[src/rtl/uart_rx_core.sv]
`timescale 1ns/1ps
// uart_rx_core
// Serial receive path of the UART. Recovers asynchronous frames from the rx
// pin and holds each decoded character, with its error flags, in a
// single-entry holding register for the control/status block.
//
// Ports:
//   clk, rst        - system clock, synchronous active-high reset
//   rx_en           - gates start-bit detection only
//   baud_sel        - index into BAUD_RATES (latched at start detection)
//   frame_type      - data bits: 00=5, 01=6, 10=7, 11=8 (latched)
//   parity_cfg      - 00=none, 01=even, 10=odd, 11=none (latched)
//   stop_type       - 0=one stop bit, 1=two stop bits (latched)
//   rx              - asynchronous serial line, idle high
//   rx_ack          - consumer pop of the holding register
//   rx_data         - held character, LSB-aligned, unused upper bits zero
//   rx_valid        - holding register full
//   parity_err      - parity status of the held character
//   frame_err       - stop-bit status of the held character
//   overrun         - sticky: a frame overwrote an unread one; cleared by pop
//   busy            - receiver FSM is not in IDLE
//
// Handshake: rx_valid high means a character is held. rx_ack in a cycle where
// rx_valid is high pops it (rx_valid falls next cycle); rx_ack while rx_valid
// is low is ignored. A completion in the same cycle as a pop loads the new
// frame, keeps rx_valid high and does not flag an overrun.
module uart_rx_core #(
  parameter int CLK_FREQ_HZ = 100_000_000,
  parameter int BAUD_RATES [16] = '{200, 300, 600, 1200, 1800, 2400, 4800, 9600,
                                    19200, 28800, 38400, 57600, 76800, 115200,
                                    230400, 460800}
) (
  input  logic       clk,
  input  logic       rst,
  input  logic       rx_en,
  input  logic [3:0] baud_sel,
  input  logic [1:0] frame_type,
  input  logic [1:0] parity_cfg,
  input  logic       stop_type,
  input  logic       rx,
  input  logic       rx_ack,
  output logic [7:0] rx_data,
  output logic       rx_valid,
  output logic       parity_err,
  output logic       frame_err,
  output logic       overrun,
  output logic       busy
);

  localparam int CNT_W = $clog2(CLK_FREQ_HZ / 200 + 1);

  typedef enum logic [2:0] {
    IDLE, START, DATA, PARITY, STOP1, STOP2, BREAK
  } state_t;

  // Clock cycles per bit for each table entry; constants after elaboration.
  logic [CNT_W-1:0] div_tab [16];
  for (genvar g = 0; g < 16; g++) begin : g_div
    assign div_tab[g] = CNT_W'(CLK_FREQ_HZ / BAUD_RATES[g]);
  end

  state_t           state, state_n;
  logic             sync1, rxs, rxs_prev;
  logic [CNT_W-1:0] cnt, cnt_n;
  logic [2:0]       bit_idx, bit_idx_n;
  logic [7:0]       shreg, shreg_n;
  logic             perr_q, perr_n;
  logic [3:0]       cfg_baud;
  logic [1:0]       cfg_frame, cfg_par;
  logic             cfg_stop;
  logic             cfg_load, frame_done, done_ferr;
  logic [CNT_W-1:0] div_cur, half_new;
  logic             tick, par_en, last_bit;

  assign div_cur  = div_tab[cfg_baud];
  // The start countdown is loaded in the same cycle the config is latched,
  // so it must use the live baud_sel rather than the latched copy.
  assign half_new = div_tab[baud_sel] >> 1;
  assign tick     = (cnt == '0);
  assign par_en   = (cfg_par == 2'b01) || (cfg_par == 2'b10);
  assign last_bit = (bit_idx == ({1'b0, cfg_frame} + 3'd4));
  assign busy     = (state != IDLE);

  // 2-flop synchronizer plus one history flop for falling-edge detection.
  always_ff @(posedge clk) begin
    if (rst) begin
      sync1    <= 1'b1;
      rxs      <= 1'b1;
      rxs_prev <= 1'b1;
    end else begin
      sync1    <= rx;
      rxs      <= sync1;
      rxs_prev <= rxs;
    end
  end

  always_ff @(posedge clk) begin
    if (rst) begin
      state     <= IDLE;
      cnt       <= '0;
      bit_idx   <= '0;
      shreg     <= '0;
      perr_q    <= 1'b0;
      cfg_baud  <= '0;
      cfg_frame <= '0;
      cfg_par   <= '0;
      cfg_stop  <= 1'b0;
    end else begin
      state   <= state_n;
      cnt     <= cnt_n;
      bit_idx <= bit_idx_n;
      shreg   <= shreg_n;
      perr_q  <= perr_n;
      if (cfg_load) begin
        cfg_baud  <= baud_sel;
        cfg_frame <= frame_type;
        cfg_par   <= parity_cfg;
        cfg_stop  <= stop_type;
      end
    end
  end

  always_comb begin
    state_n    = state;
    cnt_n      = cnt;
    bit_idx_n  = bit_idx;
    shreg_n    = shreg;
    perr_n     = perr_q;
    cfg_load   = 1'b0;
    frame_done = 1'b0;
    done_ferr  = 1'b0;
    case (state)
      IDLE: begin
        if (rx_en && rxs_prev && !rxs) begin
          state_n   = START;
          cnt_n     = half_new - 1'b1;
          cfg_load  = 1'b1;
          bit_idx_n = '0;
          shreg_n   = '0;
          perr_n    = 1'b0;
        end
      end
      START: begin
        if (!tick) cnt_n = cnt - 1'b1;
        else if (rxs) state_n = IDLE;  // line back high: glitch, not a start bit
        else begin
          state_n = DATA;
          cnt_n   = div_cur - 1'b1;
        end
      end
      DATA: begin
        if (!tick) cnt_n = cnt - 1'b1;
        else begin
          shreg_n[bit_idx] = rxs;
          cnt_n            = div_cur - 1'b1;
          if (last_bit) state_n = par_en ? PARITY : STOP1;
          else          bit_idx_n = bit_idx + 1'b1;
        end
      end
      PARITY: begin
        if (!tick) cnt_n = cnt - 1'b1;
        else begin
          // Unused upper shreg bits are zero, so they do not disturb the XOR.
          perr_n  = (cfg_par == 2'b01) ? (^shreg ^ rxs) : ~(^shreg ^ rxs);
          cnt_n   = div_cur - 1'b1;
          state_n = STOP1;
        end
      end
      STOP1: begin
        if (!tick) cnt_n = cnt - 1'b1;
        else if (!rxs) begin
          frame_done = 1'b1;
          done_ferr  = 1'b1;
          state_n    = BREAK;
        end else if (cfg_stop) begin
          cnt_n   = div_cur - 1'b1;
          state_n = STOP2;
        end else begin
          frame_done = 1'b1;
          state_n    = IDLE;
        end
      end
      STOP2: begin
        if (!tick) cnt_n = cnt - 1'b1;
        else begin
          frame_done = 1'b1;
          done_ferr  = !rxs;
          state_n    = rxs ? IDLE : BREAK;
        end
      end
      BREAK: begin
        // A line held low must return high before a new start is accepted.
        if (rxs) state_n = IDLE;
      end
      default: state_n = IDLE;
    endcase
  end

  // Holding register.
  always_ff @(posedge clk) begin
    if (rst) begin
      rx_data    <= '0;
      rx_valid   <= 1'b0;
      parity_err <= 1'b0;
      frame_err  <= 1'b0;
      overrun    <= 1'b0;
    end else if (frame_done) begin
      rx_data    <= shreg;
      parity_err <= perr_q;
      frame_err  <= done_ferr;
      rx_valid   <= 1'b1;
      if (rx_valid && !rx_ack) overrun <= 1'b1;
      else if (rx_valid)       overrun <= 1'b0;
    end else if (rx_ack && rx_valid) begin
      rx_valid <= 1'b0;
      overrun  <= 1'b0;
    end
  end

endmodule
[config.mk]
export PLATFORM = sky130hd
export DESIGN_NAME = uart_rx_core
export DESIGN_NICKNAME = d
export VERILOG_FILES = /design/src/rtl/uart_rx_core.sv
export SDC_FILE = /design/constraint.sdc
export NUM_CORES = 1
export LEC_CHECK = 0
export CAP_MARGIN = 20
export CORE_UTILIZATION = 60
export DETAILED_ROUTE_END_ITERATION = 12
export PLACE_DENSITY_LB_ADDON = 0.05
export SYNTH_ARGS = -nofsm -noshare
export SYNTH_HDL_FRONTEND = slang
export SYNTH_SLANG_ARGS = --single-unit
[constraint.sdc]
create_clock -name clk -period 8.66 [get_ports clk]
set_input_delay 1.299 -clock clk [delete_from_list [all_inputs] [get_ports clk]]
set_output_delay 1.299 -clock clk [all_outputs]
set_load 0.005 [all_outputs]
==> flow_metrics.py <==
metrics = {
    "pwr": {
        "power.internal_mw": 0.661,
        "p_leak_nw": 1.79,
        "power.total_mw": 1.20,
        "peakVddDrop_mv": 0.131,
        "pwr-share-clk": 0.210,
        "sw_frac_of_total": 0.450,
        "comb_power_share": 0.515,
        "p_per_area_nw_per_um2": 238,
        "seqPwrFrac": 0.275,
        "power_switching_mw": 0.542,
    },
    "layout": {
        "final_common_cell": "nor2_1",
        "postLayoutCellArea_sq_um": 5060,
        "regArea_sq_um": 1160,
        "multi_input_area_sq_um": 3230,
        "layout_common_cells": "68 x nor2_1, 58 x dfxtp_1, 54 x nand2_1, 51 x a21oi_1, 32 x o21ai_0",
        "layout-drive-gt1-share": 0.0729,
        "fin_nets": 648,
        "area_growth_pct": 8.33,
        "num_antenna_cells": 0,
        "layoutNonFillerInstCount": 716,
        "fillers": 633,
    },
    "timing": {
        "worstMarginPinSlew_ns": 1.09,
        "hold_viol": 0,
        "setup_tns_ns": 0,
        "maxSlewViolCount": 0,
        "rsz0062_at_grt": "false",
        "relSlewSlack": 0.271,
        "fmax_mhz": 214,
        "whs_ns": 0.411,
        "setup_viol": 0,
        "fin_crit_sh": 0.541,
        "fin_skew_ns": 0.0101,
        "post-route-min-period_ns": 4.68,
    },
    "setup_path": {
        "worstPathArrival_ns": 4.95,
        "rrSetupSlack_ns": 4.77,
        "cp_slowest_stage_delay_ns": 0.83,
        "required_ns": 8.93,
        "crit_chain": "clkdlybuf4s50_1 -> inv_1 -> ha_1 -> mux2i_1 -> nor2_1 -> a31oi_1 -> ha_1 -> or4b_2 -> nor4_1 -> o21ai_0 -> o211ai_1 -> a21oi_1 -> nor3_1",
        "crit_type": "input port to flop",
        "crit_top_cell": "ha_1",
        "crit_slowest_cell": "clkdlybuf4s50_1",
        "worstPathMaxFanout": 16,
        "end_kind": "flop",
        "cp-start-kind": "input port",
    },
    "floorplan": {
        "chipWidth_um": 90.2,
        "fp.dieArea_sq_um": 8140,
        "core_area_sq_um": 7370,
        "initial_core_util": 0.634,
        "die_h_um": 90.2,
        "io_pins": 27,
        "core.rowCount": 31,
    },
    "logic_synthesis": {
        "synth_cells": 616,
        "synth-seq-cells": 58,
        "syn-num-nets": 651,
        "yosys_warnings": 0,
        "yosys-top-cells-area": "dfxtp_1 25%, ha_1 5.6%, a21oi_1 5.5%",
        "synth-main-ff-cell": "dfxtp_1",
        "synth_cell_types": 71,
        "yosysSeqAreaShare": 0.249,
        "yosys.area.top_type": "dfxtp_1",
        "synth_area_per_cell_sq_um": 7.58,
        "synth_edf_count": 0,
        "synth.cell_area_sq_um": 4670,
        "synthArstFlopShare": 0,
        "synth_top_area_frac": 0.249,
    },
    "grt": {
        "met1_usage": 0.438,
        "grt_max_degree": 54,
        "gr-usage-all-layers": 0.317,
        "grt_pass1_vias": 4220,
        "overflow": 0,
        "grt_pass1_wl_um": 20800,
        "grt_busiest_layer": "met2",
        "antenna_found_initial": 0,
        "grt_use_met2": 0.499,
        "grt_use_met3": 0.0533,
    },
    "run": {
        "drv_cap": 0,
    },
    "routing": {
        "dr_total_vias": 4621,
        "ant_nets": 0,
        "viasPerCell": 6.45,
        "drc": 0,
        "drt_iter0_markers": 497,
        "wire_per_inst_um": 17.2,
        "drtPass1Iterations": 5,
        "routed_wl_um": 12300,
    },
    "clocking": {
        "cts_buffers": 9,
        "clkTransAtPathRegs_ns": 0.07,
        "ctsResizeCount": 0,
        "postCtsSetupBuffers": 0,
        "cts_tree": "yes",
        "cts_buffer_depth": 2,
        "htreeDepth": 3,
        "worstSkewPairLatency_ns": 0.34,
        "cts.sink_count": 58,
        "ctsHoldBuffers": 0,
        "clockRootBuffer": "clkbuf_8",
    },
    "placed_design": {
        "place_area_sq_um": 4870,
        "gp_congestion": 0.923,
        "port_buffers": 26,
        "dpl.hpwl_um": 8640,
        "numPlacedInstances": 701,
    },
    "run_status": {
        "status": "finished, final reports clean",
    },
    "worst_hold_path": {
        "hp-class": "flop to flop",
    },
}
-- power groups by stage --
stage	Clock (mW)	Combinational [mW]	Sequential (mW)
finish	0.252	0.619	0.331
global route	0.266	0.679	0.335
CTS	0.254	0.605	0.329
detailed placement	0	0.600	0.335
global placement	0	0.591	0.334
floorplan	0	0.488	0.321
-- per-stage QoR --
stage / setup WS, ns / util
6_report: 3.98 / 0.687
3_5_place_dp: 3.66 / 0.660
3_3_place_gp: 3.86 / 0.659
2_1_floorplan: 4.45 / -
4_1_cts: 3.99 / 0.687
5_1_grt: 3.75 / 0.687
-- Yosys cell counts (all sizes together) (2+ instances only) --
| master | count |
|---|---|
| nand3b | 5 |
| o32ai | 3 |
| nand2b | 18 |
| nor3 | 24 |
| o211ai | 6 |
| nand3 | 11 |
| o21a | 4 |
| or4b | 2 |
| o221ai | 3 |
| mux4 | 4 |
| nor2 | 68 |
| xor2 | 12 |
| inv | 19 |
| ha | 21 |
| a2bb2oi | 2 |
| o31ai | 6 |
| and2 | 3 |
| or3 | 7 |
| or4 | 6 |
| xnor2 | 25 |
| o221a | 2 |
| a311oi | 3 |
| buf | 17 |
| o21ai | 34 |
| nor4b | 2 |
| mux2 | 2 |
| or2 | 7 |
| a31oi | 18 |
| nor4 | 9 |
| clkbuf | 27 |
| o311ai | 2 |
| and3 | 5 |
| dfxtp | 58 |
| a211oi | 18 |
| mux2i | 16 |
| o22ai | 11 |
| nand2 | 55 |
| a21oi | 52 |
| nor3b | 3 |
| a21boi | 2 |
| nand4 | 3 |
| nor2b | 7 |
| a22oi | 3 |
-- worst paths after layout --
| check | from | to | cells past startpoint |
|---|---|---|---|
| worst min-delay path | sync1 | rxs | 1 |
| worst max register to register | cfg_baud[0] | cnt[15] | 12 |
| worst max-delay path | baud_sel[0] | cnt[12] | 13 |
| worst min register to register | sync1 | rxs | 1 |
-- final cells by class --
cell class | instances | area share
clock buffer | 10 | 0.0272
inverter | 19 | 0.0141
timing repair buffer | 30 | 0.0564
multi-input combinational | 495 | 0.637
tap | 99 | 0.0245
sequential | 58 | 0.229
clock inverter | 5 | 0.0109
-- registers in the layout, indices dropped and copies added, names as in the netlist, 2 cells and up --
signal     cells
shreg          8
rx_data        8
cfg_par        2
cnt           19
bit_idx        3
cfg_baud       4
cfg_frame      2
state          3
-- per-layer routing --
metal	vias up	wire (um)
met3	24	1010
met5	-	0
li1	2217	-
met1	2158	5530
met2	222	5540
met4	0	245
-- cell families after synthesis --
group                    after synthesis  synth area share
XOR/XNOR                              37            0.0694
adder cells (fa/ha/maj)               21            0.0563
flip-flops                            58             0.249
multiplexers                          22            0.0611
AND/OR/NAND/NOR                      238             0.265
buffers and inverters                 63            0.0608
AO/OA/AOI/OAI                        177             0.238
-- critical path, delay by kind of cell --
family / cells / cell delay, ns
compound gates: 4 / 0.57
fa+ha+maj: 2 / 0.60
buf+inv: 2 / 1.02
mux: 1 / 0.16
simple gates: 4 / 1.30
Power figures use the tool's default switching activity.
